**src/rtl/lsu_pkg.sv**
```systemverilog
// lsu_pkg: shared types and helpers for the load/store unit.
// funct3 encodings, the controller state enum and the alignment/lane helpers.
package lsu_pkg;

    localparam int unsigned LSU_XLEN  = 32;
    localparam int unsigned LSU_NLANE = LSU_XLEN / 8;

    localparam logic [2:0] F3_B  = 3'b000;
    localparam logic [2:0] F3_H  = 3'b001;
    localparam logic [2:0] F3_W  = 3'b010;
    localparam logic [2:0] F3_BU = 3'b100;
    localparam logic [2:0] F3_HU = 3'b101;

    typedef enum logic [1:0] {
        IDLE  = 2'd0,
        ISSUE = 2'd1,
        WAIT  = 2'd2,
        RESP  = 2'd3
    } lsu_state_e;

    // Byte-lane write mask for an access of size funct3[1:0] at byte offset off.
    function automatic logic [LSU_NLANE-1:0] lane_mask(input logic [2:0] funct3,
                                                       input logic [1:0] off);
        logic [LSU_NLANE-1:0] m;
        case (funct3[1:0])
            2'b00:   m = LSU_NLANE'(1) << off;
            2'b01:   m = LSU_NLANE'(3) << off;
            default: m = '1;
        endcase
        return m;
    endfunction

    // Natural alignment: bytes anywhere, halves on even, words on 4-byte boundaries.
    function automatic logic is_aligned(input logic [2:0] funct3,
                                        input logic [1:0] addr);
        logic ok;
        case (funct3[1:0])
            2'b00:   ok = 1'b1;
            2'b01:   ok = ~addr[0];
            2'b10:   ok = (addr == 2'b00);
            default: ok = 1'b0;
        endcase
        return ok;
    endfunction

    // Loads accept signed and unsigned byte/half plus word; stores only B/H/W.
    function automatic logic is_legal(input logic load, input logic [2:0] funct3);
        logic ok;
        if (load) begin
            ok = (funct3 == F3_B) || (funct3 == F3_H) || (funct3 == F3_W) ||
                 (funct3 == F3_BU) || (funct3 == F3_HU);
        end else begin
            ok = (funct3 == F3_B) || (funct3 == F3_H) || (funct3 == F3_W);
        end
        return ok;
    endfunction

endpackage

```
**src/rtl/lsu_align.sv**
```systemverilog
// lsu_align: combinational store lane steering/replication and load
// lane extraction with sign or zero extension.
module lsu_align #(
    parameter int unsigned XLEN  = 32,
    parameter int unsigned NLANE = XLEN / 8
) (
    input  logic [2:0]       funct3_i,
    input  logic [1:0]       off_i,
    input  logic [XLEN-1:0]  st_data_i,
    input  logic [XLEN-1:0]  ld_word_i,
    output logic [NLANE-1:0] we_o,
    output logic [XLEN-1:0]  st_data_o,
    output logic [XLEN-1:0]  ld_data_o
);
    import lsu_pkg::*;

    // Store side: lane enables and replicated write data.
    always_comb begin
        we_o = NLANE'(lane_mask(funct3_i, off_i));
        case (funct3_i[1:0])
            2'b00:   st_data_o = {NLANE{st_data_i[7:0]}};
            2'b01:   st_data_o = {(NLANE / 2){st_data_i[15:0]}};
            default: st_data_o = st_data_i;
        endcase
    end

    // Load side: pick the addressed lane, then extend per funct3[2].
    always_comb begin
        logic [7:0]  b;
        logic [15:0] h;
        b = ld_word_i[{off_i, 3'b000} +: 8];
        h = ld_word_i[{off_i[1], 4'b0000} +: 16];
        case (funct3_i[1:0])
            2'b00:   ld_data_o = funct3_i[2] ? {{(XLEN-8){1'b0}}, b}
                                             : {{(XLEN-8){b[7]}}, b};
            2'b01:   ld_data_o = funct3_i[2] ? {{(XLEN-16){1'b0}}, h}
                                             : {{(XLEN-16){h[15]}}, h};
            default: ld_data_o = ld_word_i;
        endcase
    end

endmodule

```
**src/rtl/lsu_mem_ctrl.sv**
```systemverilog
// lsu_mem_ctrl: RV32I load/store unit driving a req/gnt/rvalid data memory port.
// Optional memory timeout enabled by defining LSU_TIMEOUT_EN.
module lsu_mem_ctrl #(
    parameter int unsigned XLEN     = 32,
    parameter int unsigned NLANE    = XLEN / 8,
    parameter int unsigned MAX_WAIT = 15
) (
    input  logic             clk,
    input  logic             reset,
    input  logic             req_valid,
    output logic             req_ready,
    input  logic             req_load,
    input  logic [2:0]       req_funct3,
    input  logic [XLEN-1:0]  req_addr,
    input  logic [XLEN-1:0]  req_wdata,
    output logic             rsp_valid,
    output logic [XLEN-1:0]  rsp_data,
    output logic             rsp_misalign,
    output logic             rsp_timeout,
    output logic             mem_req,
    output logic [NLANE-1:0] mem_we,
    output logic [XLEN-1:0]  mem_addr,
    output logic [XLEN-1:0]  mem_wdata,
    input  logic             mem_gnt,
    input  logic             mem_rvalid,
    input  logic [XLEN-1:0]  mem_rdata
);
    import lsu_pkg::*;

    if (MAX_WAIT == 0) begin : g_bad_max_wait
        $error("lsu_mem_ctrl: MAX_WAIT must be at least 1");
    end

    lsu_state_e        state_q, state_d;
    logic [XLEN-1:0]   addr_q, addr_d;
    logic [XLEN-1:0]   wdata_q, wdata_d;
    logic [2:0]        funct3_q, funct3_d;
    logic              load_q, load_d;
    logic [XLEN-1:0]   rsp_data_q, rsp_data_d;
    logic              misalign_q, misalign_d;

    logic [NLANE-1:0]  al_we;
    logic [XLEN-1:0]   al_wdata;
    logic [XLEN-1:0]   al_ldata;

`ifdef LSU_TIMEOUT_EN
    localparam int unsigned TW = $clog2(MAX_WAIT + 1);
    logic [TW-1:0]     timer_q, timer_d;
    logic              timeout_q, timeout_d;
`endif

    lsu_align #(
        .XLEN  (XLEN),
        .NLANE (NLANE)
    ) u_align (
        .funct3_i  (funct3_q),
        .off_i     (addr_q[1:0]),
        .st_data_i (wdata_q),
        .ld_word_i (mem_rdata),
        .we_o      (al_we),
        .st_data_o (al_wdata),
        .ld_data_o (al_ldata)
    );

    // Next-state and captured request/response fields.
    always_comb begin
        state_d    = state_q;
        addr_d     = addr_q;
        wdata_d    = wdata_q;
        funct3_d   = funct3_q;
        load_d     = load_q;
        rsp_data_d = rsp_data_q;
        misalign_d = misalign_q;
`ifdef LSU_TIMEOUT_EN
        timer_d    = timer_q;
        timeout_d  = timeout_q;
`endif
        case (state_q)
            IDLE: begin
                if (req_valid) begin
                    addr_d     = req_addr;
                    wdata_d    = req_wdata;
                    funct3_d   = req_funct3;
                    load_d     = req_load;
                    rsp_data_d = '0;
`ifdef LSU_TIMEOUT_EN
                    timer_d    = '0;
                    timeout_d  = 1'b0;
`endif
                    if (is_legal(req_load, req_funct3) &&
                        is_aligned(req_funct3, req_addr[1:0])) begin
                        misalign_d = 1'b0;
                        state_d    = ISSUE;
                    end else begin
                        misalign_d = 1'b1;
                        state_d    = RESP;
                    end
                end
            end
            ISSUE: begin
                // rvalid is deliberately not looked at here: grant comes first.
                if (mem_gnt) begin
                    state_d = load_q ? WAIT : RESP;
                end
`ifdef LSU_TIMEOUT_EN
                timer_d = timer_q + 1'b1;
                if (timer_q == TW'(MAX_WAIT - 1)) begin
                    state_d   = RESP;
                    timeout_d = 1'b1;
                end
`endif
            end
            WAIT: begin
                if (mem_rvalid) begin
                    rsp_data_d = al_ldata;
                    state_d    = RESP;
                end
`ifdef LSU_TIMEOUT_EN
                timer_d = timer_q + 1'b1;
                if (timer_q == TW'(MAX_WAIT - 1)) begin
                    rsp_data_d = '0;
                    state_d    = RESP;
                    timeout_d  = 1'b1;
                end
`endif
            end
            RESP: begin
                state_d = IDLE;
            end
            default: begin
                state_d = IDLE;
            end
        endcase
    end

    // State and datapath registers with synchronous reset.
    always_ff @(posedge clk) begin
        if (reset) begin
            state_q    <= IDLE;
            addr_q     <= '0;
            wdata_q    <= '0;
            funct3_q   <= '0;
            load_q     <= 1'b0;
            rsp_data_q <= '0;
            misalign_q <= 1'b0;
`ifdef LSU_TIMEOUT_EN
            timer_q    <= '0;
            timeout_q  <= 1'b0;
`endif
        end else begin
            state_q    <= state_d;
            addr_q     <= addr_d;
            wdata_q    <= wdata_d;
            funct3_q   <= funct3_d;
            load_q     <= load_d;
            rsp_data_q <= rsp_data_d;
            misalign_q <= misalign_d;
`ifdef LSU_TIMEOUT_EN
            timer_q    <= timer_d;
            timeout_q  <= timeout_d;
`endif
        end
    end

    // Port outputs decoded from the current state; flags only show during RESP.
    always_comb begin
        req_ready    = (state_q == IDLE);
        mem_req      = (state_q == ISSUE);
        mem_we       = (state_q == ISSUE && !load_q) ? al_we : '0;
        mem_addr     = {addr_q[XLEN-1:2], 2'b00};
        mem_wdata    = al_wdata;
        rsp_valid    = (state_q == RESP);
        rsp_data     = rsp_data_q;
        rsp_misalign = (state_q == RESP) && misalign_q;
`ifdef LSU_TIMEOUT_EN
        rsp_timeout  = (state_q == RESP) && timeout_q;
`else
        rsp_timeout  = 1'b0;
`endif
    end

endmodule

```
**config.mk**
```make
export PLATFORM = sky130hd
export DESIGN_NAME = lsu_mem_ctrl
export DESIGN_NICKNAME = d
export VERILOG_FILES = /design/src/rtl/lsu_pkg.sv /design/src/rtl/lsu_align.sv /design/src/rtl/lsu_mem_ctrl.sv
export SDC_FILE = /design/constraint.sdc
export NUM_CORES = 1
export LEC_CHECK = 0
export BUFFER_PORTS_ARGS = -buffer_cell sky130_fd_sc_hd__buf_2
export CELL_PAD_IN_SITES_DETAIL_PLACEMENT = 0
export CELL_PAD_IN_SITES_GLOBAL_PLACEMENT = 1
export CORE_ASPECT_RATIO = 1.5
export CORE_MARGIN = 5
export CORE_UTILIZATION = 34
export DETAILED_ROUTE_END_ITERATION = 16
export GPL_TIMING_DRIVEN = 0
export MAX_ROUTING_LAYER = met4
export PLACE_DENSITY = 0.79
export SLEW_MARGIN = 0
export SYNTH_ARGS = -nofsm -noshare
export SYNTH_HDL_FRONTEND = slang
export SYNTH_SLANG_ARGS = --single-unit
```
**constraint.sdc**
```tcl
create_clock -name clk -period 2.3 [get_ports clk]
set_input_delay 0.46 -clock clk [delete_from_list [all_inputs] [get_ports clk]]
set_output_delay 0.46 -clock clk [all_outputs]
set_load 0.005 [all_outputs]
```
==> results of run 1 <==
cell usage after synthesis, drive strengths merged (3+ instances only):
master	instances
nor2b	5
a21oi	83
mux4	9
a22oi	7
a221o	24
and2	3
a22o	7
nand2	157
o21ai	11
buf	55
nor3	10
o22ai	8
a311oi	7
inv	13
ha	4
o2bb2ai	8
clkbuf	35
mux2i	9
mux2	16
dfxtp	103
nand2b	3
nor2	8
logic make-up after synthesis:
family | after synthesis | synth area share
AND/OR/NAND/NOR | 193 | 0.1623
AO/OA/AOI/OAI | 159 | 0.2062
adder cells (fa/ha/maj) | 4 | 0.009975
flip-flops | 103 | 0.4110
other | 1 | 0.0007474
buffers and inverters | 104 | 0.1155
multiplexers | 34 | 0.09426
per-stage QoR:
stage | cell area (sq um) | utilization | TNS [ns]
after detailed placement | 6296 | 0.4334 | -5.845
after global routing | 6654 | 0.4581 | 0
after floorplan | 5025 | - | 0
after CTS | 6645 | 0.4575 | 0
after global placement | 6296 | 0.4334 | -5.350
layer usage:
layer  global-route usage
met2               0.3479
met4              0.08338
met1               0.2262
met5                    -
met3              0.04184
timing repair:
| item | CTS | global route |
|---|---|---|
| endpoints found under the setup margin | 49 | 32 |
| hold buffers | 0 | 0 |
| pin swaps | 1 | 0 |
| resized for setup | 19 | 7 |
| setup buffers | 3 | 0 |
==> metrics.sh, run 1 <==
OUTCOME='did not finish'
FLOW.STOPPED_AT='detailed routing'
FIRSTERROR='[ERROR DRT-0255] Maze Route cannot find path of net clk in worker of routeBox ( 96600 0 ) ( 109185 48300 ).'
TOP_LEVEL_PORTS=210
START_UTIL=0.3454
TIMING.REPAIR.WORST_ENDPOINT_TYPE='sequential cell input'
SYNTH_EDF_COUNT=0
GLOBAL_ROUTE.USAGE.TOTAL=0.2032
MAXIMUM_NUMBER_OF_PINS_ON_ONE_NET_BEFORE_GLOBAL_ROUTE_REPAIR=18
GLOBAL_ROUTE_WIRE_LENGTH_BEFORE_REPAIR_MM=26.72
NUMBER_OF_I_O_PORT_BUFFERS=205
HTREE_NUM_LEVELS=3
FP.DIEW_UM=109.2
NETLIST_TOP_CELLS_AREA='dfxtp_1 41%, nand2_1 12%, a21oi_1 8.3%'
POSTSYNTHREGISTERBITS=103
YS_SEQ_AREA_FRAC=0.4110
SYNTHESIZED_INSTANCE_COUNT=598
SYNTH_TOP_AREA_SHARE=0.4110
SYNTHARSTFLOPSHARE=0
FLOORPLAN.DIE.HEIGHT_UM=158.8
GRT_ANTENNA_BEFORE_REPAIR=2
SYNTH_TOP_CELL_BY_AREA='dfxtp_1'
POST_SYNTH_INSTANCE_AREA_SQ_UM=5017
PRE_CTS_WS_NS=-0.3198
PLACE_HPWL_MM=13.49
FIRST_GLOBAL_VIAS=4999
CTS_MAX_PATH_BUFFERS=2
STD_CELL_ROWS=54
CLKSINKCOUNT=103
TRITONCTS.NUM_BUFFERS=9
CTSROOTBUFFERMASTER='clkbuf_16'
YS_WARN_COUNT=0
GP_CONGESTION=0.8883
POST-PLACE-CELLS=1001
UNIQUE_MASTERS_POST_SYNTH=39
SYNTHESIS.AREA_PER_INSTANCE_SQ_UM=8.390
CRIT_ENDPOINT='rsp_data[22]$_SDFFE_PP0P_/D'
DOMINANTREGCELLSYNTH='dfxtp_1'
CONGESTION_OVERFLOW_GR=0
==> inputs of run 2 (changes only) <==
CELL_PAD_IN_SITES_DETAIL_PLACEMENT = default   (was 0)
CELL_PAD_IN_SITES_GLOBAL_PLACEMENT = default   (was 1)
CORE_ASPECT_RATIO = default   (was 1.5)
CORE_UTILIZATION = 25   (was 34)
MAX_ROUTING_LAYER = default   (was met4)
PLACE_DENSITY = default   (was 0.79)
PLACE_DENSITY_LB_ADDON = 0.15   (was default)
==> metrics.sh, run 2 <==
OUTCOME='completed'
SYNTHARSTFLOPSHARE=0  # unchanged
START_UTIL=0.2561  # -0.08928
WORST-ENDPOINT-ARRIVAL_NS=1.74
FLOORPLAN.DIE.HEIGHT_UM=151.7  # -4.5%
POWER_DENSITY_nW_PER_UM2=921.9
MAXCAPVIOLCOUNT=0
CONGESTION_OVERFLOW_GR=0  # unchanged
ROUTE.DETAILED.VIAS_PER_INST=4.619
PATH_MAX_FANOUT=11
TOP_LEVEL_PORTS=210  # unchanged
RSZ_0062_RAISED_AFTER_GLOBAL_ROUTING='false'
COMMONEST_CELLS_AFTER_ROUTING_FILL_AND_TAPS_ASIDE='207 x buf_2, 157 x nand2_1, 100 x dfxtp_1, 83 x a21oi_1, 45 x buf_4'
DR_TOTAL_VIAS=5012
TRITONCTS.NUM_BUFFERS=9  # unchanged
TIGHTEST_PIN_TRANSITION_NS=0.7133
POWER.STATIC_LEAKAGE_uW=0.003072
UNIQUE_MASTERS_POST_SYNTH=39  # unchanged
HOLD_VIOL=0
GLOBAL_ROUTE_WIRE_LENGTH_BEFORE_REPAIR_MM=27.64  # +3.4%
AREA_GROWTH_PCT=34.84
PRE_CTS_WS_NS=-0.3624  # -0.04253 ns
FP.DIEW_UM=151.7  # +39%
SYNTH_TOP_AREA_SHARE=0.4110  # unchanged
YS_SEQ_AREA_FRAC=0.4110  # unchanged
SYNTH_MOST_COMMON_CELL='nand2_1'
POWER.IR.VDD_WORST_uV=373.6
WIRE_PER_INST_UM=17.00
YS_WARN_COUNT=0  # unchanged
DRC_ERRORS=0
DRT-INITIAL-DRC-COUNT=213
NETLIST_TOP_CELLS_AREA='dfxtp_1 41%, nand2_1 12%, a21oi_1 8.3%'
HTREE_NUM_LEVELS=3  # unchanged
DOMINANT_COMBINATIONAL_CELL_FAMILY_BY_AREA_AFTER_SYNTHESIS='compound AO/OA/AOI/OAI gates'
POSTSYNTHREGISTERBITS=103  # unchanged
DRT_FIRST_PASS_ITERS=5
INSERTION_DELAY_NS=0.35
MAXIMUM_NUMBER_OF_PINS_ON_ONE_NET_BEFORE_GLOBAL_ROUTE_REPAIR=20  # +2
FINAL_NETS=923
CLKSINKCOUNT=103  # unchanged
PATH_CELLS='clkbuf_2 > nand3_1 > a21oi_1 > buf_2'
HOLD_PATH_CLASS='primary input to register'
PART_OF_THE_CYCLE_THE_WORST_PATH_NEEDS=0.9551
RELSLEWSLACK=0.5244
SYNTH-COMPOUND-AREA-SHARE=0.2062  # unchanged
CTS.HOLD.BUFFERS_ADDED=0  # unchanged
SYNTH.TOP_CELLS.BY_COUNT='157 x nand2_1, 103 x dfxtp_1, 83 x a21oi_1'
TIMING.FINAL.SETUP_VIOLATIONS=0
SETUP_SLACK_NS=0.1032
SYNTH_EDF_COUNT=0  # unchanged
GP_CONGESTION=0.7938  # -11%
WHS_NS=0.3363
PARITY_GATE_SHARE_OF_THE_SYNTHESIZED_AREA_COUNTING_XOR_AND_XNOR_CELLS=0  # unchanged
TIMING.CRITICAL_PATH.FROM_TYPE='register'
SYNTHESIS.AREA_PER_INSTANCE_SQ_UM=8.390  # unchanged
DOMINANTREGCELLSYNTH='dfxtp_1'
FLOORPLAN.CORE_AREA_SQ_UM=19590
FINAL_PERIOD_MINUS_WORST_SETUP_SLACK_NS=2.197
POST_ROUTE_CELLS_DRIVE_ABOVE_1_SHARE=0.3895
CTSROOTBUFFERMASTER='clkbuf_16'
DRTANTENNAVIOLNETS=0
DIE-AREA_SQ_UM=23000
CRITPATHREQUIREDTIME_NS=1.84
GRT_ANTENNA_BEFORE_REPAIR=3  # +1
TRITONCTS='done'
ROUTE.FINAL.WIRE_LENGTH_MM=18.44
SLOWEST_DELAY_NS=0.48
CRITICAL_PATH.ENDPOINT_TYPE='primary output'
SETUP.WORST_PATH.CLASS='register to primary output'
SYNTH_TOP_CELL_BY_AREA='dfxtp_1'
PLACE_HPWL_MM=14.02  # +3.9%
GLOBAL_ROUTE.USAGE.TOTAL=0.1574  # -0.04576
CTS_MAX_PATH_BUFFERS=2  # unchanged
TIMING.FINAL.MAX_SLEW_VIOLATIONS=0
SYNTHESIZED_INSTANCE_COUNT=598  # unchanged
WORST_PATH_DOMINANT_CELL_FAMILY='buffers and inverters'
POST_SYNTH_INSTANCE_AREA_SQ_UM=5017  # unchanged
TIMING.CRITICAL_PATH.BUF_INV=2
POST_SYNTH_AND_OR_NAND_NOR_AREA_FRACTION=0.1623  # unchanged
TIMING.FMAX_GHz=0.4552
CLOCK-SKEW-FINAL_NS=0.007845
SYNTH_ADDER_AREA_SHARE=0.009975  # unchanged
REG_CLK_SLEW_REPORTED_PATHS_NS=0.08
STD_CELL_ROWS=51  # -5.6%
FIRST_GLOBAL_VIAS=4908  # -1.8%
NUMBER_OF_I_O_PORT_BUFFERS=205  # unchanged
CP_SLOWEST_CELL='dfxtp_2'
SYNTHMUXAREASHARE=0.09426  # unchanged
MOST_COMMON_CELL_AFTER_LAYOUT_FILL_AND_TAPS_ASIDE='buf_2'
[run 2: area by class of cell]
class	instances	area [sq um]
flip-flops and latches	103	2068
plain buffers	87	561.8
fillers	2162	12820
diodes	1	2.502
multi-input cells	393	2409
clock buffers	9	225.2
well taps	265	331.6
repair buffers	206	1033
inverters	14	56.30
clock inverters	7	77.57
[run 2: cell families after synthesis]
kind of cell	count (synthesis)
compound gates	159
simple gates	193
mux	34
flops	103
buf+inv	104
other cells	1
fa+ha+maj	4
[run 2: power by group]
group          internal (uW)  switching [uW]
combinational           1050            1300
sequential              2070             200
clock                    860             759
total                   3980            2250
[run 2: timing repair]
item / CTS / global route
setup buffers: 1 / 0
pin swaps: 1 / 0
setup endpoints to repair: 58 / 21
gates resized for setup: 24 / 11
[run 2: worst paths after layout]
kind | start | to | slack [ns] | cells past startpoint
max | funct3_q[0] | mem_we[2] | 0.10 | 4
min | req_addr[17] | addr_q[17] | 0.34 | 3
max reg2reg | state_q[0] | rsp_data[30] | 0.11 | 10
min reg2reg | wdata_q[21] | wdata_q[21] | 0.45 | 2
[run 2: worst min-delay path, cell delays in order]
cell	delay (ns)
buf_2	0.09
nand2_1	0.04
a21oi_1	0.05
[run 2: per-layer routing]
| layer | track usage | routed length, um | share of wire |
|---|---|---|---|
| met1 | 0.2050 | 8152 | 0.44 |
| met2 | 0.2569 | 8624 | 0.47 |
| met3 | 0.04610 | 1392 | 0.075 |
| met4 | 0.03908 | 246 | 0.013 |
| met5 | 0 | 27 | 0.0015 |
[run 2: through the flow]
stage	cells	utilization	power [uW]	area [sq um]	TNS, ns
4_1_cts	1085	0.3439	6301	6736	0
3_5_place_dp	1070	0.3258	4634	6382	-7.953
2_1_floorplan	600	-	3719	5025	0
3_3_place_gp	1070	0.3258	4634	6382	-9.047
5_1_grt	1085	0.3453	6670	6765	0
6_report	1085	0.3453	6237	6765	0
Power figures use the tool's default switching activity.
==> inputs of run 3 (changes only) <==
RECOVER_POWER = 100   (was default)
==> metrics.sh, run 3 (synthesized netlist as in run 2, its figures left out) <==
HOLD_PATH_CLASS='primary input to register'
DIE-AREA_SQ_UM=23000  # unchanged
INTERNAL-POWER_uW=3926  # -1.4%
GRT_ANTENNA_BEFORE_REPAIR=3  # unchanged
FINAL_PERIOD_MINUS_WORST_SETUP_SLACK_NS=2.215  # +0.01830 ns
WORSTREG2REGEND='rsp_data[28]'
ROUTE.DETAILED.VIAS_PER_INST=4.576  # -0.94%
TIMING.FMAX_GHz=0.4514  # -0.83%
PART_OF_THE_CYCLE_THE_WORST_PATH_NEEDS=0.9631  # +0.007955
FIRST_GLOBAL_VIAS=4908  # unchanged
CRITPATHREQUIREDTIME_NS=2.54  # +0.70 ns
CLKSINKCOUNT=103  # unchanged
DRT_FIRST_PASS_ITERS=4  # -1
AREA_GROWTH_PCT=33.04
FLOORPLAN.DIE.HEIGHT_UM=151.7  # unchanged
FLOORPLAN.CORE_AREA_SQ_UM=19590  # unchanged
DRTANTENNAVIOLNETS=0  # unchanged
TRITONCTS='done'
WHS_ENDPOINT='wdata_q[11]'
N_FILL_CELL=2177  # +0.69%
POWER.SHARE.CLOCK=0.262  # +0.002
SETUP.WORST_PATH.CLASS='register to register'
CLOCK-SKEW-FINAL_NS=0.008099  # +0.0002547 ns
REG_CLK_SLEW_REPORTED_PATHS_NS=0.08  # about the same
POST_ROUTE_CELLS_DRIVE_ABOVE_1_SHARE=0.3077  # -0.08181
INSERTION_DELAY_NS=0.36  # about the same
P_SEQ_FRAC=0.368  # +0.003
STD_CELL_ROWS=51  # unchanged
FINAL_NETS=923  # unchanged
TRITONCTS.NUM_BUFFERS=9  # unchanged
HOLD_VIOL=0  # unchanged
AREA_USED_BY_MULTI_INPUT_COMBINATIONAL_LOGIC_SQ_UM=2409  # unchanged
MAXIMUM_NUMBER_OF_PINS_ON_ONE_NET_BEFORE_GLOBAL_ROUTE_REPAIR=20  # unchanged
RELSLEWSLACK=0.5270  # +0.002580
CRITICAL_PATH.ENDPOINT_TYPE='register'
TIMING.FINAL.MAX_SLEW_VIOLATIONS=0  # unchanged
TOP_LEVEL_PORTS=210  # unchanged
COMMONEST_CELLS_AFTER_ROUTING_FILL_AND_TAPS_ASIDE='157 x nand2_1, 140 x buf_2, 100 x dfxtp_1, 90 x clkbuf_1, 83 x a21oi_1'
POWER.COMBINATIONAL.FRACTION=0.370  # -0.006
DRC_ERRORS=0  # unchanged
TOTALNEGATIVESETUPSLACK_NS=0  # unchanged
GP_CONGESTION=0.7938  # unchanged
FP.DIEW_UM=151.7  # unchanged
POWER.IR.VDD_WORST_uV=376.7  # +0.81%
DR_TOTAL_VIAS=4965  # -0.94%
TIMING.FINAL.SETUP_VIOLATIONS=0  # unchanged
ROUTE.FINAL.WIRE_LENGTH_MM=18.40  # -0.25%
OUTCOME='completed'
TIMING.CRITICAL_PATH.FROM_TYPE='register'
DRT-INITIAL-DRC-COUNT=234  # +9.9%
R2R_START='state_q[0]'
SEQCELLAREA_SQ_UM=2068  # unchanged
WIRE_PER_INST_UM=16.96  # -0.25%
POST-PLACE-CELLS=1070  # unchanged
GLOBAL_ROUTE.USAGE.TOTAL=0.1574  # unchanged
PLACE_HPWL_MM=14.02  # unchanged
WORST-R2R-CELL-COUNT=10  # unchanged
POWER_DENSITY_nW_PER_UM2=925.6  # +0.40%
TIMING.REG2REG.SETUP_SLACK_NS=0.08  # -0.03 ns
NET-SWITCHING-POWER_uW=2252  # about the same
MOST_COMMON_CELL_AFTER_LAYOUT_FILL_AND_TAPS_ASIDE='nand2_1'
CTS_MAX_PATH_BUFFERS=2  # unchanged
MAXCAPVIOLCOUNT=0  # unchanged
FINISH.CELL_COUNT_WITHOUT_FILLERS=1085  # unchanged
NUMBER_OF_I_O_PORT_BUFFERS=205  # unchanged
POWER.STATIC_LEAKAGE_uW=0.002781  # -9.5%
WORST_HOLD_STARTPOINT='req_wdata[11]'
START_UTIL=0.2561  # unchanged
HTREE_NUM_LEVELS=3  # unchanged
GLOBAL_ROUTE_WIRE_LENGTH_BEFORE_REPAIR_MM=27.64  # unchanged
CONGESTION_OVERFLOW_GR=0  # unchanged
WORST_HOLD_PATH.NUM_CELLS=3  # unchanged
RSZ_0062_RAISED_AFTER_GLOBAL_ROUTING='false'
CTSROOTBUFFERMASTER='clkbuf_16'
TIGHTEST_PIN_TRANSITION_NS=0.7095  # -0.003871 ns
WORST-ENDPOINT-ARRIVAL_NS=2.45  # +0.71 ns
SWITCHING_SHARE=0.3646  # +0.003129
PATH_MAX_FANOUT=10  # -1
-- run 3: critical path: stages, from the launching register on --
cell	delay, ns
dfxtp_2	0.35
inv_2	0.07
ha_4	0.16
buf_6	0.12
nor2b_4	0.13
or3_1	0.36
buf_4	0.16
and2_4	0.15
buf_6	0.13
buf_4	0.17
a221o_1	0.30
-- run 3: how the worst max path moves through the flow --
stage                    end         from  slack (ns)  cells after the start
2_1_floorplan   rsp_data[30]   state_q[0]        0.13                     10
3_3_place_gp   mem_wdata[25]  funct3_q[1]       -0.39                      6
3_5_place_dp   mem_wdata[25]  funct3_q[1]       -0.36                      6
4_1_cts         rsp_data[30]   state_q[0]       0.003                     10
5_1_grt         rsp_data[28]   state_q[0]       0.003                     10
6_report        rsp_data[28]   state_q[0]        0.08                     10
-- run 3: final cells by class --
class / instances / area share
inverters: 14 / 0.008435
flip-flops and latches: 103 / 0.3098
clock buffers: 9 / 0.03374
diodes: 1 / 0.0003749
clock inverters: 7 / 0.01162
well taps: 265 / 0.04967
plain buffers: 87 / 0.08322
repair buffers: 206 / 0.1423
multi-input cells: 393 / 0.3608
-- run 3: timing repair --
| item | in CTS | in global routing |
|---|---|---|
| endpoints found under the setup margin | 58 | 21 |
| hold buffers | 0 | 0 |
| buffers inserted | 1 | 0 |
| pin swaps | 1 | 0 |
| gates resized for setup | 24 | 11 |
-- run 3: per-stage QoR --
step / instance area (sq um) / total power (uW) / worst slack (ns) / utilization / hold WS [ns]
after floorplan: 5025 / 3719 / 0.1276 / - / 0.4317
after global placement: 6382 / 4634 / -0.3905 / 0.3258 / 0.4420
after detailed placement: 6382 / 4634 / -0.3624 / 0.3258 / 0.4355
after CTS: 6736 / 6301 / 0.003081 / 0.3439 / 0.3194
after global routing: 6675 / 6614 / 0.003393 / 0.3407 / 0.3236
final: 6675 / 6178 / 0.08488 / 0.3407 / 0.3335
-- run 3: power by group through the flow --
stage | clock network, uW | logic (uW) | registers (uW)
after detailed placement | 0 | 2350 | 2290
after global routing | 1740 | 2560 | 2320
after global placement | 0 | 2350 | 2290
final | 1620 | 2290 | 2270
after CTS | 1680 | 2360 | 2260
after floorplan | 0 | 1470 | 2250
-- run 3: per-layer routing --
| metal | vias up | part of all wire | track usage |
|---|---|---|---|
| li1 | 2478 | - | - |
| met1 | 2323 | 0.44 | 0.2050 |
| met2 | 142 | 0.47 | 0.2569 |
| met3 | 18 | 0.075 | 0.04610 |
| met4 | 4 | 0.012 | 0.03908 |
| met5 | - | 0.00076 | 0 |
==> inputs of run 4 (changes only) <==
PLACE_DENSITY = 0.51   (was default)
PLACE_DENSITY_LB_ADDON = default   (was 0.15)
==> metrics.sh, run 4 (synthesized netlist as in run 2, its figures left out) <==
TIGHTEST_PIN_TRANSITION_NS=0.6424  # -0.06710 ns
AREA_GROWTH_PCT=32.62
PLACE_HPWL_MM=14.01  # about the same
PART_OF_THE_CYCLE_THE_WORST_PATH_NEEDS=0.9578  # -0.005251
FINAL_CORE_UTILIZATION=0.3397  # -0.001086
CP_COMMON_CELL='buf_6'
TIMING.FMAX_GHz=0.4539  # +0.55%
CTSROOTBUFFERMASTER='clkbuf_16'
HOLD_PATH_CLASS='primary input to register'
SETUP_SLACK_NS=0.09696  # +0.01208 ns
START_UTIL=0.2561  # unchanged
TIMING.FINAL.SETUP_VIOLATIONS=0  # unchanged
SLOWEST_DELAY_NS=0.42  # +0.06 ns
RELSLEWSLACK=0.5718  # +0.04473
GRT_ANTENNA_BEFORE_REPAIR=1  # -2
FLOORPLAN.CORE_AREA_SQ_UM=19590  # unchanged
HTREE_NUM_LEVELS=3  # unchanged
CTS_MAX_PATH_BUFFERS=2  # unchanged
TOP_LEVEL_PORTS=210  # unchanged
DRT_FIRST_PASS_ITERS=5  # +1
INSERTION_DELAY_NS=0.36  # about the same
WORST_PATH_DOMINANT_CELL_FAMILY='simple AND/OR/NAND/NOR gates'
TIMING.CRITICAL_PATH.FROM_TYPE='register'
REG_CLK_SLEW_REPORTED_PATHS_NS=0.07  # about the same
CONGESTION_OVERFLOW_GR=0  # unchanged
FINAL_PERIOD_MINUS_WORST_SETUP_SLACK_NS=2.203  # -0.01208 ns
ANTENNA_CELLS_INSERTED=0  # -1
TRITONCTS.NUM_BUFFERS=9  # unchanged
TIMING.CRITICAL_PATH.BUF_INV=4  # -1
DESIGN_POWER_TOTAL_uW=6031  # -2.4%
CRITPATHREQUIREDTIME_NS=2.53  # about the same
SETUP.WORST_PATH.CLASS='register to register'
DIE-AREA_SQ_UM=23000  # unchanged
CLKSINKCOUNT=103  # unchanged
TRITONCTS='done'
PATH_CELLS='inv_1 > ha_1 > buf_6 > nor2b_4 > or3_4 > and2_4 > buf_6 > buf_6 > a221o_1'
WHS_NS=0.3411  # +0.007570 ns
GLOBAL_ROUTE_WIRE_LENGTH_BEFORE_REPAIR_MM=27.28  # -1.3%
MAXIMUM_NUMBER_OF_PINS_ON_ONE_NET_BEFORE_GLOBAL_ROUTE_REPAIR=17  # -15%
HOLD_VIOL=0  # unchanged
FINAL_NETS=925  # +0.22%
MAXCAPVIOLCOUNT=0  # unchanged
COMMONEST_CELLS_AFTER_ROUTING_FILL_AND_TAPS_ASIDE='157 x nand2_1, 155 x buf_2, 100 x dfxtp_1, 83 x a21oi_1, 80 x clkbuf_1'
CTS.HOLD.BUFFERS_ADDED=0  # unchanged
NUMBER_OF_I_O_PORT_BUFFERS=205  # unchanged
GP_CONGESTION=0.7865  # -0.92%
DRTANTENNAVIOLNETS=0  # unchanged
CLOCK-SKEW-FINAL_NS=0.01414  # +0.006042 ns
ROUTE.DETAILED.VIAS_PER_INST=4.548  # -0.62%
POWER.STATIC_LEAKAGE_uW=0.002819  # +1.4%
ROUTE.FINAL.WIRE_LENGTH_MM=18.42  # +0.11%
GLOBAL_ROUTE.USAGE.TOTAL=0.1560  # -0.001400
RSZ_0062_RAISED_AFTER_GLOBAL_ROUTING='false'
POWER_DENSITY_nW_PER_UM2=906.4  # -2.1%
DR_TOTAL_VIAS=4939  # -0.52%
PATH_MAX_FANOUT=10  # unchanged
POWER.IR.VDD_WORST_uV=397.7  # +5.6%
DRT-INITIAL-DRC-COUNT=356  # +52%
CP_SLOWEST_CELL='or3_4'
CRITICAL_PATH.ENDPOINT_TYPE='register'
WORST-ENDPOINT-ARRIVAL_NS=2.43  # -0.02 ns
OUTCOME='completed'
PRE_CTS_WS_NS=-0.4365  # -0.07413 ns
WIRE_PER_INST_UM=16.96  # about the same
STD_CELL_ROWS=51  # unchanged
MOST_COMMON_CELL_AFTER_LAYOUT_FILL_AND_TAPS_ASIDE='nand2_1'
FIRST_GLOBAL_VIAS=4796  # -2.3%
FP.DIEW_UM=151.7  # unchanged
DRC_ERRORS=0  # unchanged
POST_ROUTE_CELLS_DRIVE_ABOVE_1_SHARE=0.3216  # +0.01387
TIMING.FINAL.MAX_SLEW_VIOLATIONS=0  # unchanged
FLOORPLAN.DIE.HEIGHT_UM=151.7  # unchanged
[run 4: timing repair]
| item | 4_1_cts | 5_1_grt |
|---|---|---|
| resized for setup | 26 | 8 |
| pin swaps | 1 | 1 |
| endpoints found under the setup margin | 57 | 22 |
| buffers inserted | 1 | 2 |
[run 4: area by class of cell]
cell class | count | area (sq um)
clock inverters | 6 | 36.28
clock buffers | 10 | 239.0
plain buffers | 87 | 549.3
well taps | 265 | 331.6
flip-flops and latches | 103 | 2068
inverters | 14 | 56.30
fillers | 2186 | 12940
repair buffers | 208 | 972.2
multi-input cells | 393 | 2401
[run 4: worst register-to-register path, cell delays in order, from the launching register on]
cell and delay [ns]:
dfxtp_4 0.37, inv_1 0.06, ha_1 0.21, buf_6 0.14, nor2b_4 0.13, or3_4 0.42, and2_4 0.17, buf_6 0.14
buf_6 0.14, a221o_1 0.29
[run 4: path summary, 6_finish.rpt]
check / start / to / slack (ns) / cells past startpoint
min reg2reg: wdata_q[18] / wdata_q[18] / 0.45 / 2
min: req_addr[17] / addr_q[17] / 0.34 / 3
max reg2reg: state_q[1] / rsp_data[21] / 0.1 / 9
max: state_q[1] / rsp_data[21] / 0.1 / 9
[run 4: per-layer routing]
metal	part of all wire	wire length [um]	GRT usage
met3	0.078	1429	0.04967
met4	0.010	185	0.03055
met5	0.00038	7	0
met2	0.46	8452	0.2480
met1	0.45	8343	0.2095
[run 4: power breakdown]
group	internal [uW]	total (uW)	switching (uW)
clock	759	1460	704
combinational	988	2290	1300
sequential	2070	2280	203
[run 4: per-stage QoR]
stage	TNS (ns)	instance area, sq um	instances
after floorplan	0	5025	600
after global placement	-7.705	6382	1070
after detailed placement	-7.757	6382	1070
after CTS	0	6716	1086
after global routing	0	6654	1086
final	0	6654	1086
